## src/rtl/pixel_line_buffer.sv

```systemverilog
// Raster-order line buffer that presents a LINE_COUNT-tall vertical pixel column
// with its frame coordinates, one cycle after each accepted pixel.
module pixel_line_buffer #(
    parameter int DATA_WIDTH   = 8,
    parameter int FRAME_WIDTH  = 10,
    parameter int FRAME_HEIGHT = 10,
    parameter int LINE_COUNT   = 6,
    parameter int COORD_WIDTH  = 16
) (
    input  logic                             clk,
    input  logic                             reset,
    input  logic                             i_valid,
    input  logic [DATA_WIDTH-1:0]            i_pixel,
    input  logic                             i_sof,
    output logic                             o_valid,
    output logic [LINE_COUNT*DATA_WIDTH-1:0] o_column,
    output logic [COORD_WIDTH-1:0]           o_xcoord,
    output logic [COORD_WIDTH-1:0]           o_ycoord,
    output logic                             o_window_valid,
    output logic                             o_eol,
    output logic                             o_eof
);

    localparam int XW = (FRAME_WIDTH > 1) ? $clog2(FRAME_WIDTH) : 1;
    localparam int YW = (FRAME_HEIGHT > 1) ? $clog2(FRAME_HEIGHT) : 1;
    localparam int NL = LINE_COUNT - 1;

    logic [XW-1:0]                      x_cnt;
    logic [YW-1:0]                      y_cnt;
    logic [XW-1:0]                      x_p0;
    logic [YW-1:0]                      y_p0;
    logic                               last_x_p0;
    logic                               last_y_p0;
    logic [LINE_COUNT*DATA_WIDTH-1:0]   column_p0;
    logic [DATA_WIDTH-1:0]              line_mem [NL][FRAME_WIDTH];

    logic                               vld_p1;
    logic [LINE_COUNT*DATA_WIDTH-1:0]   column_p1;
    logic [COORD_WIDTH-1:0]             xcoord_p1;
    logic [COORD_WIDTH-1:0]             ycoord_p1;
    logic                               window_p1;
    logic                               eol_p1;
    logic                               eof_p1;

    // Stage p0: effective coordinate of the incoming pixel and the column read from the stores.
    always_comb begin
        x_p0      = i_sof ? '0 : x_cnt;
        y_p0      = i_sof ? '0 : y_cnt;
        last_x_p0 = (x_p0 == XW'(FRAME_WIDTH - 1));
        last_y_p0 = (y_p0 == YW'(FRAME_HEIGHT - 1));
        column_p0 = '0;
        column_p0[DATA_WIDTH-1:0] = i_pixel;
        for (int k = 1; k < LINE_COUNT; k++) begin
            column_p0[k*DATA_WIDTH +: DATA_WIDTH] = line_mem[k-1][x_p0];
        end
    end

    always_ff @(posedge clk) begin
        if (reset) begin
            x_cnt <= '0;
            y_cnt <= '0;
        end else if (i_valid) begin
            if (last_x_p0) begin
                x_cnt <= '0;
                y_cnt <= last_y_p0 ? '0 : y_p0 + 1'b1;
            end else begin
                x_cnt <= x_p0 + 1'b1;
                y_cnt <= y_p0;
            end
        end
    end

    // Stores are never cleared; rows older than the current frame are hidden by the window flag.
    always_ff @(posedge clk) begin
        if (i_valid && !reset) begin
            line_mem[0][x_p0] <= i_pixel;
            for (int k = 1; k < NL; k++) begin
                line_mem[k][x_p0] <= line_mem[k-1][x_p0];
            end
        end
    end

    // Stage p1: registered outputs; column and coordinates hold while idle.
    always_ff @(posedge clk) begin
        if (reset) begin
            vld_p1    <= 1'b0;
            column_p1 <= '0;
            xcoord_p1 <= '0;
            ycoord_p1 <= '0;
            window_p1 <= 1'b0;
            eol_p1    <= 1'b0;
            eof_p1    <= 1'b0;
        end else begin
            vld_p1 <= i_valid;
            if (i_valid) begin
                column_p1 <= column_p0;
                xcoord_p1 <= COORD_WIDTH'(x_p0);
                ycoord_p1 <= COORD_WIDTH'(y_p0);
                window_p1 <= (32'(y_p0) >= 32'(LINE_COUNT - 1));
                eol_p1    <= last_x_p0;
                eof_p1    <= last_x_p0 && last_y_p0;
            end else begin
                window_p1 <= 1'b0;
                eol_p1    <= 1'b0;
                eof_p1    <= 1'b0;
            end
        end
    end

    assign o_valid        = vld_p1;
    assign o_column       = column_p1;
    assign o_xcoord       = xcoord_p1;
    assign o_ycoord       = ycoord_p1;
    assign o_window_valid = window_p1;
    assign o_eol          = eol_p1;
    assign o_eof          = eof_p1;

endmodule
```

## config.mk

```make
export PLATFORM = sky130hd
export DESIGN_NAME = pixel_line_buffer
export DESIGN_NICKNAME = d
export VERILOG_FILES = /design/src/rtl/pixel_line_buffer.sv
export SDC_FILE = /design/constraint.sdc
export NUM_CORES = 1
export LEC_CHECK = 0
export ABC_CLOCK_PERIOD_IN_PS = 8000
export CAP_MARGIN = 20
export CELL_PAD_IN_SITES_DETAIL_PLACEMENT = 2
export CELL_PAD_IN_SITES_GLOBAL_PLACEMENT = 2
export CORE_MARGIN = 2
export CORE_UTILIZATION = 43
export CTS_CLUSTER_SIZE = 8
export DETAILED_ROUTE_END_ITERATION = 8
export GPL_ROUTABILITY_DRIVEN = 0
export PLACE_DENSITY = 0.8
export SLEW_MARGIN = 20
export SYNTH_ARGS = -nofsm -noshare
export SYNTH_HDL_FRONTEND = slang
export SYNTH_SLANG_ARGS = --single-unit
```

## constraint.sdc

```tcl
create_clock -name clk -period 8 [get_ports clk]
set_input_delay 1.6 -clock clk [delete_from_list [all_inputs] [get_ports clk]]
set_output_delay 1.6 -clock clk [all_outputs]
set_load 0.01 [all_outputs]
```

==> results of run 1 <==
state kept, by name, indices dropped and copies added (netlist names):
signal and flops:
o_column 48, line_mem 400, o_window_valid 1, x_cnt 4, y_cnt 4, o_eof 1, o_xcoord 4, o_valid 1
o_eol 1, o_ycoord 4
layout by cell type, fill, tap and decap left out, drive strengths merged, types with 24 or more instances in the layout:
cell type,Yosys,layout
a21oi,144,144
clkbuf,57,113
buf,74,32
a311oi,33,33
dfxtp,68,68
nand3,38,38
mux2i,89,89
conb,1,24
o21ai,79,79
nand2,75,75
a221o,34,34
nand2b,45,45
clkdlybuf4s50,0,68
nor2,65,65
nand3b,66,66
edfxtp,400,400
cell families after synthesis:
kind of cell | after synthesis
flops | 468
compound gates | 347
simple gates | 318
buf+inv | 138
mux | 94
other cells | 1
per-layer routing:
metal / wire (µm) / share of wire / GRT usage
met1: 25700 / 0.39 / 0.353
met2: 33600 / 0.51 / 0.488
met3: 3900 / 0.060 / 0.0471
met4: 2120 / 0.032 / 0.111
met5: 0 / 0 / 0
how the worst max path moves through the flow:
stage	from	end	slack [ns]
after floorplan	i_sof	line_mem[0][104]$_DFFE_PP_	1.24
after global placement	i_sof	line_mem[0][155]$_DFFE_PP_	3.48
after detailed placement	i_sof	line_mem[0][161]$_DFFE_PP_	3.34
after CTS	i_sof	line_mem[0][362]$_DFFE_PP_	3.91
after global routing	i_sof	line_mem[0][322]$_DFFE_PP_	3.66
final	i_sof	line_mem[0][217]$_DFFE_PP_	3.84
tightest hold or removal path, cell delays in order (launching register included):
cell	delay [ns]
dfxtp_1	0.31
nand2_1	0.06
a21oi_1	0.06
per-stage QoR:
| step | std cells | cell area (µm²) | hold slack (ns) |
|---|---|---|---|
| 3_3_place_gp | 1949 | 20300 | 0.454 |
| 2_1_floorplan | 1389 | 19300 | 0.481 |
| 5_1_grt | 2065 | 22300 | 0.527 |
| 6_report | 2065 | 22300 | 0.478 |
| 3_5_place_dp | 1949 | 20300 | 0.473 |
| 4_1_cts | 2064 | 22300 | 0.484 |
report_power, final:
| group | switching, W | internal (W) | total, W |
|---|---|---|---|
| sequential | 0.0000411 | 0.00272 | 0.00276 |
| combinational | 0.000253 | 0.000124 | 0.000377 |
| clock | 0.00105 | 0.00166 | 0.00272 |
area by class of cell:
type,count,area [µm²],area share
Sequential cell,468,13400,0.599
Inverter,7,26.3,0.00118
Clock buffer,113,1930,0.0866
Tap cell,592,741,0.0332
Multi-Input combinational cell,783,5270,0.236
Timing Repair Buffer,100,953,0.0427
Clock inverter,2,38.8,0.00174
==> impl_results.md, run 1 <==
* Area leader, netlist: edfxtp_1
* Synth Flop Type: edfxtp_1
* Grt total ovfl at 0
* Synth warn at 0
* Chip height at 215 µm
* Top post-synthesis cells by area: edfxtp_1 (63%), dfxtp_1 (7.1%), mux2i_1 (4.6%)
* Hold Violations, Final at 0
* Initial antenna violation count at 1
* Buf/Inv on CP at 3
* CP Data Arrival Time at 4.38 ns
* Min-delay src: o_xcoord[2]$_SDFFE_PP0P_
* Initial core utilization at 0.435
* Ports at 96
* Diode count at 0
* Final wirelength at 65300 µm
* Worst r2r dst: line_mem[0][325]$_DFFE_PP_
* HP Class: reg2reg
* Distinct cells, synth at 61
* Critical path depth at 7
* Rows at 77
* Total GRT Usage at 0.282
* Run status: finished clean
* Flops & latches, synth at 468
* Top-area cell type share of the netlist area at 0.626
* Layout cells sized above 1 at 0.115
* Synth cell count leaders: edfxtp_1 (400), a21oi_1 (134), mux2i_1 (89), nand2_1 (75), dfxtp_1 (68)
* Clk_lat worst skew at 0.57 ns
* Max-cap viol count at 0
* CP max stage cell: buf_4
* Post-synthesis xor/xnor area fraction at 0
* Max Root-Sink Buffers at 3
* Synth Area in Compound Gates at 0.126
* CTS tree: yes
* DRC violations left at 0
* EDFF count, synth at 400
* Mapped Avg Cell Area at 14.1 µm²
* Worst path cell trace: buf_4 > buf_4 > nor2b_4 > buf_4 > a221o_1 > a21oi_1 > nand2_1
* DPL Wire Length at 35400 µm
* Number of iterations in the first detailed-routing pass at 5
* First-pass GRT wire length at 95700 µm
* Hold EP: o_xcoord[2]$_SDFFE_PP0P_
* Crit path launch type: input port
* Peak VDD IR at 0.000170 V
* Vias at 12700
* Worst hold stages at 2
* Pleak at 7.24 nW
* CP dominant cell by count: buf_4
* RSZ-0062 raised after global routing: no
* Initial DRC count at 1244
* Nets at 1440
* Antenna viol nets, final at 0
* Slew margin rel. at 0.253
* Synthesis-to-layout area growth at 16.4%
* Max Freq at 0.240 GHz
* Crit path max fanout at 57
* Floorplan die area at 46300 µm²
* Reg2reg start: x_cnt[0]$_SDFFE_PP0P_
* Number of global-route vias before repair at 14100
* Pre-CTS WS at 3.34 ns
* Synth Cell Area at 19200 µm²
* Largest net degree at the start of global routing at 80
* CTS Root Cell: clkbuf_16
* Pwr Density at 262 nW/µm²
* Worst R2R Path Depth at 6
* Asr flop ratio synth at 0
* Worst Path Required at 8.22 ns
* Count leader, synth: edfxtp_1
* Worst path max stage delay at 0.72 ns
* CTS Hold Buffers Added at 0
* TNS Setup at 0 ns
* IO Port Bufs at 71
* Via density at 6.13
* Per-cell routed wire length at 31.6 µm
* # fillers at 4136
* Post-Syn Instances at 1366
* Final core occ at 0.506
* Post-synthesis adder-cell area fraction at 0
* # setup viols final at 0
* Seq/Total Area, Yosys at 0.697
* Power consumption at 0.00585 W
* CTS resizes at 0
* Clock skew at 0.0173 ns
* CTS clk-pin slew, worst paths at 0.06 ns
* R2r setup slk at 4.46 ns
* Critical path's top delay family: buffers and inverters
* CTS Buf Count at 68
* Largest family of logic cells by synthesized area: compound AO/OA/AOI/OAI gates
* Crit end category: register
* Final Cycle Share at 0.521
* Core box area at 44100 µm²
* # clock sinks at 468
* Max Slew Vio Count at 0
* Worst Setup Path Type: in2reg
* Post-Synth Simple-Gate Area at 0.0893
* Post-synthesis mux area share at 0.0499
* H-tree levels at 3
* Worst slew pin tran at 1.12 ns
* Tmin final at 4.16 ns
* Postcts setup bufs at 0
* Min setup slack post-route at 3.84 ns
* DIE WIDTH at 215 µm
Note: power is estimated with default switching activity, not from simulation.
==> inputs of run 2 (changes only) <==
Settings changed: ABC_CLOCK_PERIOD_IN_PS 8000 to 3700, CORE_UTILIZATION 43 to 39, PLACE_DENSITY 0.8 to 0.76.
Clock period 8 ns to 3.7 ns, I/O delays scaled along.
==> run 2 against run 1 <==
  * Sequential power is 120% higher
  * Non-clock buffer count is 12 higher
  * Cell count is 4.2% higher
  * Combinational power is 130% higher
  * Core utilization is 3.9 points lower
  * First-iteration DRC count is 20% lower
  * Clock skew is 0.00089 ns higher
  * Power is 120% higher
  * Die area is 10% higher
  * Sequential share of layout area is 1.2 points lower
  * Largest power group is now the clock network
==> impl_results.md, run 2 (synthesis gave the netlist of run 1 again) <==
* Number of global-route vias before repair at 13700 (-2.8%)
* Final Cycle Share at 0.810
* Multi-input logic area at 5300 µm² (+0.62%)
* R2r setup slk at 0.70 ns (-3.76 ns)
* Per-cell routed wire length at 29.2 µm (-7.6%)
* Vias at 12600 (-0.78%)
* Worst slew pin tran at 1.08 ns (-0.0439 ns)
* Clk_lat worst skew at 0.58 ns (about the same)
* Max-cap viol count at 0 (unchanged)
* Crit path launch type: register
* Max Freq at 0.334 GHz
* Layout cells sized above 1 at 0.123 (+0.00757)
* Commonest non-fill, non-tap cell in the layout: edfxtp_1
* Initial DRC count at 998 (-20%)
* H-tree levels at 3 (unchanged)
* Register area at 13400 µm² (unchanged)
* Antenna viol nets, final at 0 (unchanged)
* Run status: finished clean
* IO Port Bufs at 71 (unchanged)
* CTS tree: yes
* Clock skew at 0.0182 ns (+0.000888 ns)
* Synthesis-to-layout area growth at 18.8%
* Pwr Density at 559 nW/µm² (+110%)
* Largest net degree at the start of global routing at 171 (+110%)
* Min-delay src: o_ycoord[2]$_SDFFE_PP0P_
* Worst hold stages at 2 (unchanged)
* Number of iterations in the first detailed-routing pass at 5 (unchanged)
* Tmin final at 3.00 ns
* Rows at 81 (+5.2%)
* Final wirelength at 62900 µm (-3.7%)
* Pleak at 7.39 nW (+2.1%)
* Slew margin rel. at 0.283 (+0.0293)
* Nets at 1452 (+0.83%)
* # setup viols final at 0 (unchanged)
* Diode count at 0 (unchanged)
* # clock sinks at 468 (unchanged)
* Worst path cell trace: buf_12 > mux2i_1 > o21ai_0 > o21ai_0 > nand2_1
* Floorplan die area at 51000 µm² (+10%)
* CTS Buf Count at 68 (unchanged)
* Ports at 96 (unchanged)
* Register bank with the most flops: line_mem
* Peak VDD IR at 0.000302 V (+77%)
* HP Class: reg2reg
* Total GRT Usage at 0.249 (-0.0332)
* Worst Setup Path Type: reg2reg
* CTS Hold Buffers Added at 0 (unchanged)
* Min Hold Slack at 0.489 ns (+0.0108 ns)
* CTS Root Cell: clkbuf_16
* Worst R2R Path Depth at 5 (-1)
* RSZ-0062 raised after global routing: no
* Via density at 5.84 (-4.8%)
* Crit path max fanout at 170 (+200%)
* DPL Wire Length at 33900 µm (-4.1%)
* Final core occ at 0.468 (-0.0386)
* Most frequent cells in the layout: edfxtp_1 (400), a21oi_1 (134), mux2i_1 (89), nand2_1 (75), clkbuf_16 (73)
* Core box area at 48700 µm² (+10%)
* Max Root-Sink Buffers at 3 (unchanged)
* DIE WIDTH at 226 µm (+4.9%)
* Placed Area at 20800 µm² (+2.1%)
* Worst Path Required at 3.91 ns (-4.31 ns)
* Post-route cell area at 22800 µm² (+2.1%)
* Crit end category: register
* Hold EP: o_ycoord[2]$_SDFFE_PP0P_
* CP max stage cell: buf_12
* Grt total ovfl at 0 (unchanged)
* First-pass GRT wire length at 92500 µm (-3.4%)
* Max reg flops at 400 (unchanged)
* Max Slew Vio Count at 0 (unchanged)
* Hold Violations, Final at 0 (unchanged)
* DRC violations left at 0 (unchanged)
* Postcts setup bufs at 0 (unchanged)
* Worst r2r dst: line_mem[0][259]$_DFFE_PP_
* CP dominant cell by count: o21ai_0
* Chip height at 226 µm (+4.9%)
* # fillers at 4590 (+11%)
* CTS clk-pin slew, worst paths at 0.05 ns (about the same)
* Initial antenna violation count at 1 (unchanged)
* CP Data Arrival Time at 3.21 ns (-1.17 ns)
* Worst path max stage delay at 0.52 ns (-0.20 ns)
* Reg2reg start: x_cnt[0]$_SDFFE_PP0P_
* Initial core utilization at 0.394 (-0.0413)
* CTS resizes at 0 (unchanged)
[run 2: cell count changes in the layout (fill, tap and decap cells not counted)]
| cell | previous run | this run |
|---|---|---|
| nor4_4 | 1 | 4 |
| clkbuf_16 | 71 | 73 |
| buf_4 | 30 | 26 |
| inv_6 | 1 | 0 |
| nor3_4 | 1 | 2 |
| nor3_2 | 2 | 1 |
| clkbuf_1 | 42 | 44 |
| nor4_2 | 3 | 0 |
| buf_12 | 1 | 17 |
[run 2: how the worst max path moves through the flow]
stage | start | end | cells after the start
finish | x_cnt[0]$_SDFFE_PP0P_ | line_mem[0][259]$_DFFE_PP_ | 5
CTS | x_cnt[0]$_SDFFE_PP0P_ | line_mem[0][283]$_DFFE_PP_ | 5
detailed placement | i_sof | line_mem[0][263]$_DFFE_PP_ | 7
global placement | i_sof | line_mem[0][198]$_DFFE_PP_ | 6
floorplan | i_sof | line_mem[0][104]$_DFFE_PP_ | 4
global route | x_cnt[0]$_SDFFE_PP0P_ | line_mem[0][259]$_DFFE_PP_ | 5
[run 2: metal layers]
layer | wire [µm] | vias to the layer above | GRT usage | share of wire
li1 | - | 5352 | - | -
met1 | 26900 | 6692 | 0.326 | 0.43
met2 | 31200 | 413 | 0.421 | 0.50
met3 | 3260 | 112 | 0.0375 | 0.052
met4 | 1510 | 0 | 0.0850 | 0.024
met5 | 0 | - | 0 | 0
[run 2: power breakdown]
part / switching [W] / internal [W] / total, W
clock network: 0.00227 / 0.00369 / 0.00596
logic: 0.000573 / 0.000288 / 0.000861
registers: 0.0000644 / 0.00587 / 0.00594
total: 0.00291 / 0.00985 / 0.0128
[run 2: critical path: cells and delay by family, from the launching register on]
kind	cells	cell delay (ns)
AO/OA/AOI/OAI	2	0.59
buffers and inverters	1	0.52
multiplexers	1	0.29
AND/OR/NAND/NOR	1	0.39
flip-flops	1	0.50
[run 2: final cells by class]
cell class,count,area share
inverters,7,0.00115
multi-input cells,783,0.232
flip-flops and latches,468,0.587
repair buffers,112,0.0545
clock inverters,1,0.00132
clock buffers,117,0.0873
well taps,664,0.0364
[run 2: metrics by stage]
| stage | setup TNS, ns | worst slack, ns | power, W | cells |
|---|---|---|---|---|
| after floorplan | -61.28 | -0.525 | 0.00653 | 1389 |
| after global routing | 0 | 0.654 | 0.0131 | 2152 |
| after detailed placement | 0 | 0.475 | 0.00688 | 2033 |
| final | 0 | 0.702 | 0.0128 | 2152 |
| after global placement | 0 | 0.567 | 0.00683 | 2033 |
| after CTS | 0 | 0.733 | 0.0129 | 2151 |
==> inputs of run 3 (changes only) <==
Settings changed: ABC_CLOCK_PERIOD_IN_PS 3700 to 3100, CORE_UTILIZATION 39 to 43, PLACE_DENSITY 0.76 to 0.8.
Clock period 3.7 ns to 3.1 ns, I/O delays scaled along.
==> run 3 against run 2 <==
  * Design area decreased by 0.68%
  * Sequential share of layout area increased by 0.40 points
  * Core utilization increased by 4.5 points
  * Setup slack got worse by 0.50 ns
  * Combinational power increased by 22%
  * Sequential cell count unchanged
  * Fmax increased by 3.6%
  * Wire length increased by 4.7%
  * Clock skew increased by 0.0063 ns
  * Largest power group unchanged
==> impl_results.md, run 3 (synthesis gave the netlist of run 1 again) <==
* CTS resizes at 0 (unchanged)
* HP Class: in2reg
* Worst hold stages at 2 (unchanged)
* CP Data Arrival Time at 3.08 ns (-0.13 ns)
* Ports at 96 (unchanged)
* Number of iterations in the first detailed-routing pass at 5 (unchanged)
* Seq pwr share at 0.464 (about the same)
* CTS clk-pin slew, worst paths at 0.05 ns (about the same)
* Post-route cell area at 22700 µm² (-0.68%)
* H-tree levels at 3 (unchanged)
* Rows at 77 (-4.9%)
* Tmin final at 2.89 ns (-0.105 ns)
* CTS Hold Buffers Added at 0 (unchanged)
* CTS Root Cell: clkbuf_16
* Most frequent cells in the layout: edfxtp_1 (400), a21oi_1 (134), mux2i_1 (89), nand2_1 (75), clkbuf_16 (70)
* Crit path max fanout at 105 (-38%)
* CTS Buf Count at 68 (unchanged)
* Sw Pwr at 0.00364 W (+25%)
* # clock sinks at 468 (unchanged)
* Crit path launch type: register
* Sw Ratio at 0.238 (+0.0105)
* Hold Violations, Final at 0 (unchanged)
* Met1 WL at 26600 µm (-1.1%)
* Clock share of power at 0.468 (about the same)
* Placed Area at 20600 µm² (-0.52%)
* Max reg flops at 400 (unchanged)
* Core box area at 44100 µm² (-9.5%)
* Max Freq at 0.346 GHz (+3.6%)
* Pleak at 7.36 nW (-0.34%)
* Chip height at 215 µm (-4.7%)
* Floorplan die area at 46300 µm² (-9.1%)
* RSZ-0062 raised after global routing: no
* Clk_lat worst skew at 0.59 ns (about the same)
* Final Cycle Share at 0.933 (+0.123)
* Peak VDD IR at 0.000474 V (+57%)
* Register bank with the most flops: line_mem
* DRC violations left at 0 (unchanged)
* Via density at 6.13 (+5.0%)
* Vias at 12800 (+1.6%)
* Min Hold Slack at 0.426 ns (-0.0629 ns)
* Min-delay src: i_valid
* CTS tree: yes
* Worst Path Required at 3.28 ns (-0.63 ns)
* R2r setup slk at 0.21 ns (-0.50 ns)
* Commonest non-fill, non-tap cell in the layout: edfxtp_1
* Max-cap viol count at 0 (unchanged)
* # setup viols final at 0 (unchanged)
* Worst Setup Path Type: reg2reg
* DIE WIDTH at 215 µm (-4.7%)
* Reg2reg start: x_cnt[0]$_SDFFE_PP0P_
* Antenna viol nets, final at 0 (unchanged)
* Largest net degree at the start of global routing at 106 (-38%)
* # fillers at 4018 (-12%)
* Pre-CTS WS at 0.260 ns (-0.215 ns)
* Number of global-route vias before repair at 14200 (+3.5%)
* Diode count at 0 (unchanged)
* Grt total ovfl at 0 (unchanged)
* DPL Wire Length at 35800 µm (+5.5%)
* Metal2 WL at 33500 µm (+7.3%)
* Max Root-Sink Buffers at 3 (unchanged)
* IO Port Bufs at 71 (unchanged)
* Pwr Density at 674 nW/µm² (+21%)
* Initial antenna violation count at 0 (-1)
* Hold EP: o_column[47]$_SDFFE_PP0P_
* Per-cell routed wire length at 31.6 µm (+8.1%)
* Run status: finished clean
* Final wirelength at 65800 µm (+4.7%)
* Min setup slack post-route at 0.206 ns (-0.495 ns)
* Internal at 0.0116 W (+18%)
* Slew margin rel. at 0.222 (-0.0602)
* Layout cells sized above 1 at 0.124 (+0.00109)
* Postcts setup bufs at 0 (unchanged)
* Met3 Routed Length at 3860 µm (+19%)
* First-pass GRT wire length at 96700 µm (+4.6%)
* Worst R2R Path Depth at 5 (unchanged)
* Clock skew at 0.0244 ns (+0.00626 ns)
* Worst r2r dst: line_mem[0][304]$_DFFE_PP_
* Initial core utilization at 0.435 (+0.0413)
* Initial DRC count at 1098 (+10%)
* Max Slew Vio Count at 0 (unchanged)
* Top routing layer used: met4
* Combinational share of power at 0.069 (about the same)
* Total GRT Usage at 0.283 (+0.0341)
* Worst slew pin tran at 1.17 ns (+0.0903 ns)
* Nets at 1452 (unchanged)
* Crit end category: register
* Synthesis-to-layout area growth at 18.0%
## run 3: changes by cell type in the layout (fill, tap and decap cells not counted), sizes merged
cell	previous run	this run
clkbuf	117	115
clkinv	0	1
inv	7	11
## run 3: routing by layer
layer  vias to the layer above  global-route usage
met5                         -                   0
met4                         0               0.102
met3                       131              0.0476
met2                       531               0.491
met1                      6760               0.356
li1                       5351                   -
## run 3: layout make-up
cell class | count | area [µm²] | area share
multi-input combinational | 783 | 5300 | 0.234
timing repair buffer | 112 | 1200 | 0.0529
clock inverter | 6 | 81.3 | 0.00359
sequential | 468 | 13400 | 0.591
clock buffer | 115 | 1920 | 0.0848
tap | 592 | 741 | 0.0327
inverter | 7 | 26.3 | 0.00116
## run 3: worst max-delay path by stage
stage | from | end | slack (ns) | cells past startpoint
2_1_floorplan | i_valid | line_mem[0][100]$_DFFE_PP_ | -0.39 | 6
3_3_place_gp | i_sof | line_mem[0][145]$_DFFE_PP_ | 0.33 | 5
3_5_place_dp | i_sof | line_mem[0][137]$_DFFE_PP_ | 0.26 | 5
4_1_cts | x_cnt[0]$_SDFFE_PP0P_ | line_mem[0][304]$_DFFE_PP_ | 0.26 | 5
5_1_grt | x_cnt[0]$_SDFFE_PP0P_ | line_mem[0][304]$_DFFE_PP_ | 0.22 | 5
6_report | x_cnt[0]$_SDFFE_PP0P_ | line_mem[0][304]$_DFFE_PP_ | 0.21 | 5
## run 3: power by group through the flow
stage / sequential [W] / combinational [W] / clock (W)
6_report: 0.00708 / 0.00105 / 0.00714
5_1_grt: 0.00709 / 0.00111 / 0.00745
4_1_cts: 0.00708 / 0.00105 / 0.00724
3_5_place_dp: 0.00720 / 0.00102 / 0
3_3_place_gp: 0.00719 / 0.000955 / 0
2_1_floorplan: 0.00719 / 0.000603 / 0
## run 3: critical path, stage by stage (launching register included)
cell	delay [ns]
dfxtp_4	0.56
buf_12	0.47
mux2i_1	0.24
o21ai_0	0.12
o21ai_0	0.50
nand2_1	0.47
## run 3: through the flow
step	cells	power [W]	util	setup TNS, ns
5_1_grt	2083	0.0157	0.513	0
3_3_place_gp	1962	0.00815	0.468	0
3_5_place_dp	1962	0.00823	0.468	0
2_1_floorplan	1389	0.00779	-	-58.93
4_1_cts	2083	0.0154	0.513	0
6_report	2083	0.0153	0.513	0
